File: config.mk
export PLATFORM = sky130hd
export DESIGN_NAME = packet_scheduler
export DESIGN_NICKNAME = d
export VERILOG_FILES = /design/src/rtl/hdmi_packet_pkg.sv /design/src/rtl/audio_sample_fifo.sv /design/src/rtl/packet_scheduler.sv
export SDC_FILE = /design/constraint.sdc
export NUM_CORES = 1
export LEC_CHECK = 0
export ABC_CLOCK_PERIOD_IN_PS = 4950
export BUFFER_PORTS_ARGS = -buffer_cell sky130_fd_sc_hd__buf_2
export CAP_MARGIN = 20
export CELL_PAD_IN_SITES_DETAIL_PLACEMENT = 0
export CELL_PAD_IN_SITES_GLOBAL_PLACEMENT = 1
export CORE_ASPECT_RATIO = 0.6
export CORE_UTILIZATION = 35
export CTS_CLUSTER_SIZE = 25
export DETAILED_ROUTE_END_ITERATION = 12
export GPL_ROUTABILITY_DRIVEN = 1
export PLACE_DENSITY = 0.59
export SYNTH_ARGS = -nofsm -noshare
export SYNTH_HDL_FRONTEND = slang
export SYNTH_SLANG_ARGS = --single-unit
File: constraint.sdc
create_clock -name clk_pixel -period 4.95 [get_ports clk_pixel]
set_input_delay 0.495 -clock clk_pixel [delete_from_list [all_inputs] [get_ports clk_pixel]]
set_output_delay 0.495 -clock clk_pixel [all_outputs]
set_load 0.02 [all_outputs]
File: src/rtl/hdmi_packet_pkg.sv
// Shared HDMI data-island definitions: packet type codes, IEC block length and
// the arbitration outcome encoding used by the scheduler.
package hdmi_packet_pkg;

    localparam logic [7:0] PKT_NULL         = 8'h00;
    localparam logic [7:0] PKT_ACR          = 8'h01;
    localparam logic [7:0] PKT_AUDIO_SAMPLE = 8'h02;
    localparam logic [7:0] PKT_AVI          = 8'h82;
    localparam logic [7:0] PKT_SPD          = 8'h83;
    localparam logic [7:0] PKT_AUDIO_INFO   = 8'h84;

    localparam int IEC_FRAMES_PER_BLOCK = 192;

    typedef enum logic [1:0] {
        GRANT_NULL,
        GRANT_ACR,
        GRANT_AUDIO,
        GRANT_INFO
    } grant_e;

endpackage

File: src/rtl/audio_sample_fifo.sv
// Circular sample FIFO: valid/ready push, and a pop of several entries at once
// with the oldest entries always visible on head_data.
module audio_sample_fifo #(
    parameter int WIDTH   = 32,
    parameter int DEPTH   = 8,
    parameter int MAX_POP = 2,
    localparam int PTR_W  = $clog2(DEPTH),
    localparam int CNT_W  = $clog2(DEPTH + 1),
    localparam int POP_W  = $clog2(MAX_POP + 1)
) (
    input  logic                            clk_pixel,
    input  logic                            reset_n,
    input  logic                            push_valid,
    output logic                            push_ready,
    input  logic [WIDTH-1:0]                push_data,
    input  logic [POP_W-1:0]                pop_count,
    output logic [MAX_POP-1:0][WIDTH-1:0]   head_data,
    output logic [CNT_W-1:0]                count
);

    logic [WIDTH-1:0] mem [DEPTH];
    logic [PTR_W-1:0] wr_ptr;
    logic [PTR_W-1:0] rd_ptr;
    logic             push;

    assign push_ready = (count != CNT_W'(DEPTH));
    assign push       = push_valid && push_ready;

    always_ff @(posedge clk_pixel) begin
        if (push) begin
            mem[wr_ptr] <= push_data;
        end
    end

    // DEPTH is a power of two, so pointer arithmetic wraps for free.
    always_ff @(posedge clk_pixel or negedge reset_n) begin
        if (!reset_n) begin
            wr_ptr <= '0;
            rd_ptr <= '0;
            count  <= '0;
        end else begin
            if (push) begin
                wr_ptr <= wr_ptr + PTR_W'(1);
            end
            rd_ptr <= rd_ptr + PTR_W'(pop_count);
            count  <= count + CNT_W'(push) - CNT_W'(pop_count);
        end
    end

    always_comb begin
        for (int k = 0; k < MAX_POP; k++) begin
            head_data[k] = mem[rd_ptr + PTR_W'(k)];
        end
    end

endmodule

File: src/rtl/packet_scheduler.sv
// Picks the HDMI data-island packet for each packet_enable slot: ACR with
// anti-starvation, packed audio samples, repeating InfoFrames, else null.
module packet_scheduler
    import hdmi_packet_pkg::*;
#(
    parameter int AUDIO_BIT_WIDTH        = 16,
    parameter int MAX_SAMPLES_PER_PACKET = 2,
    parameter int AUDIO_FIFO_DEPTH       = 8,
    parameter int NUM_INFOFRAMES         = 3,
    parameter logic [8*NUM_INFOFRAMES-1:0] INFOFRAME_TYPES = {PKT_SPD, PKT_AVI, PKT_AUDIO_INFO},
    parameter int REPEAT_FIELDS          = 2
) (
    input  logic                              clk_pixel,
    input  logic                              reset_n,
    input  logic                              packet_enable,
    input  logic                              video_field_end,
    input  logic                              audio_sample_valid,
    output logic                              audio_sample_ready,
    input  logic [1:0][AUDIO_BIT_WIDTH-1:0]   audio_sample_word,
    input  logic                              acr_request,
    input  logic [NUM_INFOFRAMES-1:0]         infoframe_update,
    output logic [7:0]                        packet_type,
    output logic [3:0][1:0][23:0]             audio_sample_word_packet,
    output logic [3:0]                        audio_sample_word_present,
    output logic [7:0]                        frame_counter,
    output logic [NUM_INFOFRAMES-1:0]         infoframe_pending
);

    localparam int SAMPLE_W = 2 * AUDIO_BIT_WIDTH;
    localparam int CNT_W    = $clog2(AUDIO_FIFO_DEPTH + 1);
    localparam int POP_W    = $clog2(MAX_SAMPLES_PER_PACKET + 1);
    localparam int PAD      = 24 - AUDIO_BIT_WIDTH;

    logic [CNT_W-1:0]                                fifo_count;
    logic [MAX_SAMPLES_PER_PACKET-1:0][SAMPLE_W-1:0] fifo_head;
    logic [POP_W-1:0]                                avail_n;
    logic [POP_W-1:0]                                pop_n;
    grant_e                                          grant;
    logic [7:0]                                      grant_type;
    logic [NUM_INFOFRAMES-1:0]                       info_onehot;
    logic [NUM_INFOFRAMES-1:0]                       info_clear;
    logic [7:0]                                      info_type;
    logic                                            info_hit;
    logic                                            acr_pending;
    logic                                            acr_skip;
    logic [3:0]                                      field_count;
    logic                                            field_wrap;
    logic [7:0]                                      next_frame;
    logic [8:0]                                      frame_sum;
    logic [7:0]                                      frame_adv;
    logic [3:0][1:0][23:0]                           packed_words;
    logic [3:0]                                      packed_present;

    audio_sample_fifo #(
        .WIDTH   (SAMPLE_W),
        .DEPTH   (AUDIO_FIFO_DEPTH),
        .MAX_POP (MAX_SAMPLES_PER_PACKET)
    ) u_fifo (
        .clk_pixel  (clk_pixel),
        .reset_n    (reset_n),
        .push_valid (audio_sample_valid),
        .push_ready (audio_sample_ready),
        .push_data  (audio_sample_word),
        .pop_count  (pop_n),
        .head_data  (fifo_head),
        .count      (fifo_count)
    );

    // Arbitration on pre-update state; descending scan leaves the lowest pending slot.
    always_comb begin
        info_hit    = 1'b0;
        info_type   = PKT_NULL;
        info_onehot = '0;
        for (int i = NUM_INFOFRAMES - 1; i >= 0; i--) begin
            if (infoframe_pending[i]) begin
                info_hit       = 1'b1;
                info_type      = INFOFRAME_TYPES[i*8 +: 8];
                info_onehot    = '0;
                info_onehot[i] = 1'b1;
            end
        end

        if (fifo_count >= CNT_W'(MAX_SAMPLES_PER_PACKET)) begin
            avail_n = POP_W'(MAX_SAMPLES_PER_PACKET);
        end else begin
            avail_n = POP_W'(fifo_count);
        end

        grant = GRANT_NULL;
        if (packet_enable) begin
            if (acr_pending && acr_skip)   grant = GRANT_ACR;
            else if (fifo_count != '0)     grant = GRANT_AUDIO;
            else if (acr_pending)          grant = GRANT_ACR;
            else if (info_hit)             grant = GRANT_INFO;
        end

        case (grant)
            GRANT_ACR:   grant_type = PKT_ACR;
            GRANT_AUDIO: grant_type = PKT_AUDIO_SAMPLE;
            GRANT_INFO:  grant_type = info_type;
            default:     grant_type = PKT_NULL;
        endcase

        pop_n      = (grant == GRANT_AUDIO) ? avail_n : '0;
        info_clear = (grant == GRANT_INFO) ? info_onehot : '0;
        field_wrap = video_field_end && (field_count == 4'(REPEAT_FIELDS - 1));
    end

    // Left-justify each sample into the 24-bit subpacket slot.
    always_comb begin
        packed_words = '0;
        for (int k = 0; k < MAX_SAMPLES_PER_PACKET; k++) begin
            for (int c = 0; c < 2; c++) begin
                if (k < int'(avail_n)) begin
                    packed_words[k][c] = 24'(fifo_head[k][c*AUDIO_BIT_WIDTH +: AUDIO_BIT_WIDTH]) << PAD;
                end
            end
        end
        packed_present = 4'((5'd1 << avail_n) - 5'd1);
        frame_sum      = {1'b0, next_frame} + 9'(avail_n);
        frame_adv      = (frame_sum >= 9'(IEC_FRAMES_PER_BLOCK))
                         ? 8'(frame_sum - 9'(IEC_FRAMES_PER_BLOCK)) : frame_sum[7:0];
    end

    always_ff @(posedge clk_pixel or negedge reset_n) begin
        if (!reset_n) begin
            packet_type               <= PKT_NULL;
            audio_sample_word_packet  <= '0;
            audio_sample_word_present <= '0;
            frame_counter             <= '0;
            next_frame                <= '0;
        end else if (packet_enable) begin
            packet_type <= grant_type;
            if (grant == GRANT_AUDIO) begin
                audio_sample_word_packet  <= packed_words;
                audio_sample_word_present <= packed_present;
                frame_counter             <= next_frame;
                next_frame                <= frame_adv;
            end
        end
    end

    // A new request in the same cycle as an ACR grant keeps ACR pending.
    always_ff @(posedge clk_pixel or negedge reset_n) begin
        if (!reset_n) begin
            acr_pending <= 1'b0;
            acr_skip    <= 1'b0;
        end else begin
            acr_pending <= acr_request || (acr_pending && (grant != GRANT_ACR));
            if (grant == GRANT_ACR) begin
                acr_skip <= 1'b0;
            end else if (grant == GRANT_AUDIO && acr_pending) begin
                acr_skip <= 1'b1;
            end
        end
    end

    always_ff @(posedge clk_pixel or negedge reset_n) begin
        if (!reset_n) begin
            field_count       <= '0;
            infoframe_pending <= '1;
        end else begin
            if (video_field_end) begin
                field_count <= field_wrap ? 4'd0 : field_count + 4'd1;
            end
            infoframe_pending <= (infoframe_pending & ~info_clear) | infoframe_update
                                 | {NUM_INFOFRAMES{field_wrap}};
        end
    end

endmodule

==> results_dict.tcl, run 1 <==
set metrics [dict create \
    grt_pass1_vias 8828 \
    required_ns 5.39 \
    detail_route.first_pass.iterations 5 \
    hp-class "input port to asynchronous set/reset pin" \
    die_area_um2 48900 \
    max_slew_margin_pct 30.9 \
    worstSkewPairLatency_ns 0.53 \
    io-pin-count 257 \
    vdd_ir_max_uv 620 \
    synth_area_um2 16800 \
    r2r_start "u_fifo.count[2]$_DFF_PN0_" \
    totalPowerFinal_w 0.0122 \
    core-area_um2 46900 \
    mostFrequentLayoutCells "sky130_fd_sc_hd__edfxtp_1 (256), sky130_fd_sc_hd__conb_1 (133), sky130_fd_sc_hd__mux4_2 (128), sky130_fd_sc_hd__buf_2 (122), sky130_fd_sc_hd__nand2_1 (111)" \
    cts_post_setup_buffers_inserted 0 \
    postRouteWirelength_um 36900 \
    timing.critical_path.arrival_ns 3.72 \
    static-leakage-power_nw 7.18 \
    antenna_left 0 \
    grt.overflow.total 0 \
    place_ws_ns 1.65 \
    hold_viol 4 \
    hold_ws_ns -0.00790 \
    htreeDepth 2 \
    yosys.cell_types.count 47 \
    powerDensity_nw_per_um2 646 \
    grt.total_usage_pct 15.3 \
    max_cap_viol_count 0 \
    worst_slew_pin_slew_ns 1.04 \
    min_cycle_time_layout_ns 3.28 \
    cts.sink_count 362 \
    synth_enable_flop_cells 256 \
    timing.critical_path.cells "inv_1 -> ha_1 -> nand2b_4 -> nand2b_4 -> and3_1 -> nand2_2 -> buf_4 -> ha_1 -> ha_1 -> a21o_1 -> a21oi_1 -> xor2_1" \
    drtIter0Drc 510 \
    timing.critical_path.slowest_cell_delay_ns 0.49 \
    place.port_buffers 123 \
    synth.mux.area_fraction_pct 21.2 \
    post_synth_and_or_nand_nor_area_fraction_pct 4.11 \
    final.setup.worst_slack_ns 1.67 \
    area_growth_syn_to_layout_pct 12.0 \
    rows 61 \
    globalplace.congestion 0.730 \
    fin_crit_share_pct 66.3 \
    worst_clock_skew_ns 0.0159 \
    die_w_um 285 \
    post_cts_resize_count 0 \
    final_layout_size_suffix_gt1_share_pct 28.7 \
    synthAdderAreaFrac_pct 1.47 \
    num-fill-cells 4302 \
    grt_antenna_before_repair 4 \
    total_cts_buffers 38 \
    initial_utilization_pct 35.8 \
    path_class "flip-flop to flip-flop" \
    drc 0 \
    yosysSeqAreaShare_pct 61.6 \
    finalSetupViolCount 0 \
    cpMaxStageDelayCell "sky130_fd_sc_hd__buf_4" \
    multi_input_area_um2 5730 \
    synth.yosys.warnings 0 \
    synth.ff_latch_count 362 \
    category_of_the_worst_setup_path_launch_point "flip-flop" \
    grt_start_max_net_pins 76 \
    design.final.nets 1227 \
    grt_first_pass_wirelength_um 56200 \
    clock_root_buffer "sky130_fd_sc_hd__clkbuf_16" \
    post-dp-hpwl_um 22200 \
    report.final.slew_viol_count 0 \
    outcome "complete, but fails checks" \
    path_max_fanout 35 \
    failed_checks "hold timing" \
    clk_path_buf_depth 3 \
    vias 8731 \
    synth-async-reset-ratio_pct 29.3 \
    layout_commonest_cell "sky130_fd_sc_hd__edfxtp_1" \
    avgViaCountPerCell 4.78 \
    worst_path_most_repeated_cell "sky130_fd_sc_hd__ha_1" \
    fp.dieH_um 172 \
    cts-hold-fix-buffers 0 \
    clk_pin_slew_worst_paths_ns 0.06 \
    cts_tree "yes" \
    grt_setup_unrepaired "no" \
    synth_flop_cell "sky130_fd_sc_hd__edfxtp_1" \
    largest_family_of_logic_cells_by_synthesized_area "multiplexers" \
    type_of_element_capturing_the_critical_path "flip-flop" \
    synth_compound_gate_area_share_pct 2.96 \
    synth_xor_xnor_area_share_pct 0.775 \
    synthCells 1044 \
    avgSynthCellArea_um2 16.1 \
    worstSetupStartpoint "u_fifo.count[2]$_DFF_PN0_" \
    register_area_um2 10400 \
    timing.fmax_ghz 0.305 \
    setup-tns-final_ns 0 \
    wire_per_inst_um 20.2 \
]
-- metal layers --
metal / share of wire (%) / global-route usage, % / up-vias
li1: - / - / 3972
met1: 47 / 21.9 / 4518
met2: 47 / 24.2 / 187
met3: 4.5 / 2.81 / 52
met4: 1.7 / 3.74 / 2
met5: 0.030 / 0 / -
-- where the power goes --
group | internal, W | switching [W] | leakage [nW]
sequential | 0.00400 | 0.000484 | 3.62
clock | 0.00147 | 0.00116 | 0.534
combinational | 0.00230 | 0.00274 | 3.03
-- stage by stage --
step | instances | util [%] | area, um2
detailed placement | 1758 | 37.8 | 17700
global route | 1827 | 40.2 | 18800
CTS | 1825 | 40.1 | 18800
floorplan | 1176 | - | 17300
global placement | 1758 | 37.8 | 17700
finish | 1828 | 40.2 | 18800
-- final cells by class --
| cell class | count | share of cell area, % |
|---|---|---|
| Clock buffer | 55 | 5.56 |
| Multi-Input combinational cell | 608 | 30.4 |
| Tap cell | 630 | 4.19 |
| Sequential cell | 362 | 55.0 |
| Timing Repair Buffer | 142 | 4.13 |
| Inverter | 16 | 0.319 |
| Antenna cell | 3 | 0.0399 |
| Clock inverter | 12 | 0.326 |
-- logic make-up after synthesis --
family | after synthesis
xor+xnor | 14
mux | 196
flops | 362
other cells | 1
fa+ha+maj | 18
compound gates | 88
buf+inv | 206
simple gates | 159
-- flip-flops by register name (all words and copies together) (netlist names) --
register and count:
packet_type 4, audio_sample_word_packet 64, u_fifo.wr_ptr 3, u_fifo.mem 256, infoframe_pending 3, acr_skip 1, field_count 4, next_frame 8
frame_counter 8, u_fifo.rd_ptr 3, acr_pending 1, u_fifo.count 4, audio_sample_word_present 3
-- synth_stat cells (all sizes together), types with 4 or more instances --
cell | number | area (um2)
a21o | 4 | 30.0
buf | 169 | 1180
clkbuf | 21 | 78.8
dfrtp | 103 | 2580
edfxtp | 256 | 7690
ha | 15 | 188
inv | 16 | 60.1
mux2i | 65 | 651
mux4 | 128 | 2880
nand2 | 112 | 420
nand2b | 8 | 65.1
nand3 | 4 | 20.0
nand4 | 4 | 25.0
nor2 | 17 | 63.8
o21ai | 70 | 350
xnor2 | 9 | 78.8
xor2 | 5 | 51.3
-- final timing paths --
path	endpoint	slack [ns]	cells after the start
max	u_fifo.count[3]$_DFF_PN0_	1.67	12
min	frame_counter[4]$_DFFE_PN0P_	-0.008	1
max reg2reg	u_fifo.count[3]$_DFF_PN0_	1.67	12
min reg2reg	audio_sample_word_present[0]$_DFFE_PN0P_	0.46	1
max in group asynchronous	audio_sample_word_packet[11]$_DFFE_PN0P_	3.94	2
min in group clk_pixel	acr_pending$_DFF_PN0_	0.15	2
-- critical path: cells and delay by family, from the launching register on --
kind,cells,cell delay [ns]
AOI/OAI and AO/OA,2,0.34
xor gates and xnor gates,1,0.16
adders and majority gates,3,0.88
buffers and inverters,2,0.58
DFF,1,0.36
and+or+nand+nor,4,0.86
(Power assumes the default switching activity.)
==> run 2: changes to the inputs <==
Settings changed: ABC_CLOCK_PERIOD_IN_PS 4950 to 3400.
Clock period 4.95 ns to 3.4 ns, I/O delays scaled along.
==> results_dict.tcl, run 2 (synthesized netlist as in run 1, its figures left out) <==
set metrics [dict create \
    timing.critical_path.arrival_ns 3.16 \
    path_class "flip-flop to flip-flop" \
    largestRegisters "u_fifo.mem: 256 flops, audio_sample_word_packet: 64 flops" \
    hold_viol 0 \
    die_area_um2 48900 \
    max_cap_viol_count 0 \
    grt_pass1_vias 8790 \
    grt_first_pass_wirelength_um 55900 \
    post-dp-hpwl_um 22100 \
    postRouteWirelength_um 37000 \
    final.setup.worst_slack_ns 0.651 \
    finalSetupViolCount 0 \
    static-leakage-power_nw 7.32 \
    grt_use_met2_pct 23.8 \
    type_of_element_capturing_the_critical_path "flip-flop" \
    fp.dieH_um 172 \
    clk_path_buf_depth 3 \
    drc 0 \
    global_route.usage.met1_pct 22.5 \
    post_cts_resize_count 0 \
    wire_per_inst_um 20.1 \
    cts_post_setup_buffers_inserted 0 \
    worst_clock_skew_ns 0.0160 \
    avgViaCountPerCell 4.77 \
    hold_ws_ns 0.0759 \
    vias 8776 \
    cts_tree "yes" \
    final_layout_size_suffix_gt1_share_pct 29.7 \
    max_slew_margin_pct 29.3 \
    cts.sink_count 362 \
    grt_setup_unrepaired "no" \
    largest_register_by_flop_count "u_fifo.mem" \
    core-area_um2 46900 \
    area_growth_syn_to_layout_pct 13.7 \
    placedCellCount 1765 \
    layout_commonest_cell "sky130_fd_sc_hd__edfxtp_1" \
    rows 61 \
    required_ns 3.81 \
    initial_utilization_pct 35.8 \
    global_route.peak_usage_layer "met2" \
    outcome "completed" \
    vdd_ir_max_uv 674 \
    powerDensity_nw_per_um2 956 \
    clk_pin_slew_worst_paths_ns 0.07 \
    place.port_buffers 123 \
    report.final.slew_viol_count 0 \
    path_max_fanout 7 \
    category_of_the_worst_setup_path_launch_point "flip-flop" \
    globalplace.congestion 0.724 \
    detail_route.first_pass.iterations 4 \
    setup-tns-final_ns 0 \
    mostFrequentLayoutCells "sky130_fd_sc_hd__edfxtp_1 (256), sky130_fd_sc_hd__conb_1 (133), sky130_fd_sc_hd__mux4_2 (128), sky130_fd_sc_hd__buf_2 (122), sky130_fd_sc_hd__nand2_1 (111)" \
    design.final.nets 1238 \
    min_cycle_time_layout_ns 2.75 \
    final_cells 1839 \
    worst_slew_pin_slew_ns 1.06 \
    worstSkewPairLatency_ns 0.53 \
    antenna_left 0 \
    grt.overflow.total 0 \
    hp-class "input port to flip-flop" \
    grt_util_met3_pct 2.80 \
    grt.total_usage_pct 15.3 \
    largest_register_ffs 256 \
    fin_crit_share_pct 80.9 \
    clock_root_buffer "sky130_fd_sc_hd__clkbuf_16" \
    place_ws_ns 0.659 \
    timing.fmax_ghz 0.364 \
    io-pin-count 257 \
    drtIter0Drc 546 \
    grt_antenna_before_repair 3 \
    grt_start_max_net_pins 130 \
    total_cts_buffers 37 \
    die_w_um 285 \
    htreeDepth 2 \
]
## run 2: cell types whose count changed in the layout (fill, tap and decap cells not counted), moves of 2 or more
cell	delta
sky130_fd_sc_hd__buf_12	+4
sky130_fd_sc_hd__buf_4	+3
sky130_fd_sc_hd__bufinv_16	+3
sky130_fd_sc_hd__clkbuf_1	-6
sky130_fd_sc_hd__clkbuf_8	+4
sky130_fd_sc_hd__clkinv_1	-3
sky130_fd_sc_hd__dlygate4sd3_1	+5
sky130_fd_sc_hd__nor3_2	-2
sky130_fd_sc_hd__nor3_4	+2
## run 2: worst paths after layout
kind	cells after the start	start	endpoint	slack, ns
worst max-delay path	12	u_fifo.count[2]$_DFF_PN0_	next_frame[7]$_DFFE_PN0P_	0.65
worst min-delay path	1	audio_sample_word[31]	u_fifo.mem[5][31]$_DFFE_PP_	0.08
worst max register to register	12	u_fifo.count[2]$_DFF_PN0_	next_frame[7]$_DFFE_PN0P_	0.65
worst min register to register	1	audio_sample_word_present[0]$_DFFE_PN0P_	audio_sample_word_present[0]$_DFFE_PN0P_	0.46
max in group asynchronous	3	reset_n	audio_sample_word_packet[90]$_DFFE_PN0P_	2.12
min in group asynchronous	2	reset_n	frame_counter[3]$_DFFE_PN0P_	0.45
## run 2: worst max-delay path, cell delays in order, from the launching register on
cell and delay, ns:
sky130_fd_sc_hd__dfrtp_1 0.32, sky130_fd_sc_hd__inv_1 0.07, sky130_fd_sc_hd__ha_1 0.25, sky130_fd_sc_hd__nand2b_4 0.13, sky130_fd_sc_hd__nor2_1 0.05, sky130_fd_sc_hd__ha_1 0.21
sky130_fd_sc_hd__fa_1 0.50, sky130_fd_sc_hd__nand3_1 0.19, sky130_fd_sc_hd__xnor2_1 0.17, sky130_fd_sc_hd__ha_1 0.18, sky130_fd_sc_hd__nand2_1 0.06, sky130_fd_sc_hd__o311a_1 0.35
sky130_fd_sc_hd__o22a_2 0.18
## run 2: repair_timing
action | in CTS | in global routing
hold buffers | 5 | 0
setup endpoints to repair | 0 | 0
hold endpoints to repair | 73 | 0
## run 2: routing by layer
layer / share of wire [%] / vias up / routed length (um)
li1: - / 3988 / -
met1: 49 / 4572 / 18000
met2: 46 / 174 / 17100
met3: 4.0 / 42 / 1480
met4: 1.2 / 0 / 456
met5: 0 / - / 0
## run 2: report_power, final
part | switching, W | internal (W) | total, W
clock network | 0.00170 | 0.00240 | 0.00411
registers | 0.000563 | 0.00582 | 0.00639
logic | 0.00425 | 0.00351 | 0.00776
total | 0.00652 | 0.0117 | 0.0182
## run 2: stage by stage
stage / utilization [%] / power [W] / cell area [um2]
after global routing: 40.7 / 0.0194 / 19100
after floorplan: - / 0.0121 / 17300
after global placement: 38.0 / 0.0144 / 17800
after CTS: 40.7 / 0.0186 / 19100
after detailed placement: 38.0 / 0.0144 / 17800
final: 40.8 / 0.0182 / 19100
## run 2: layout make-up
class                      count  area [um2]
antenna                        2        5.00
clock buffer                  52        1050
clock inverter                15         169
fill                        4308       27800
inverter                      16        60.1
multi-input combinational    608        5740
sequential                   362       10400
tap                          630         788
timing repair buffer         154         930
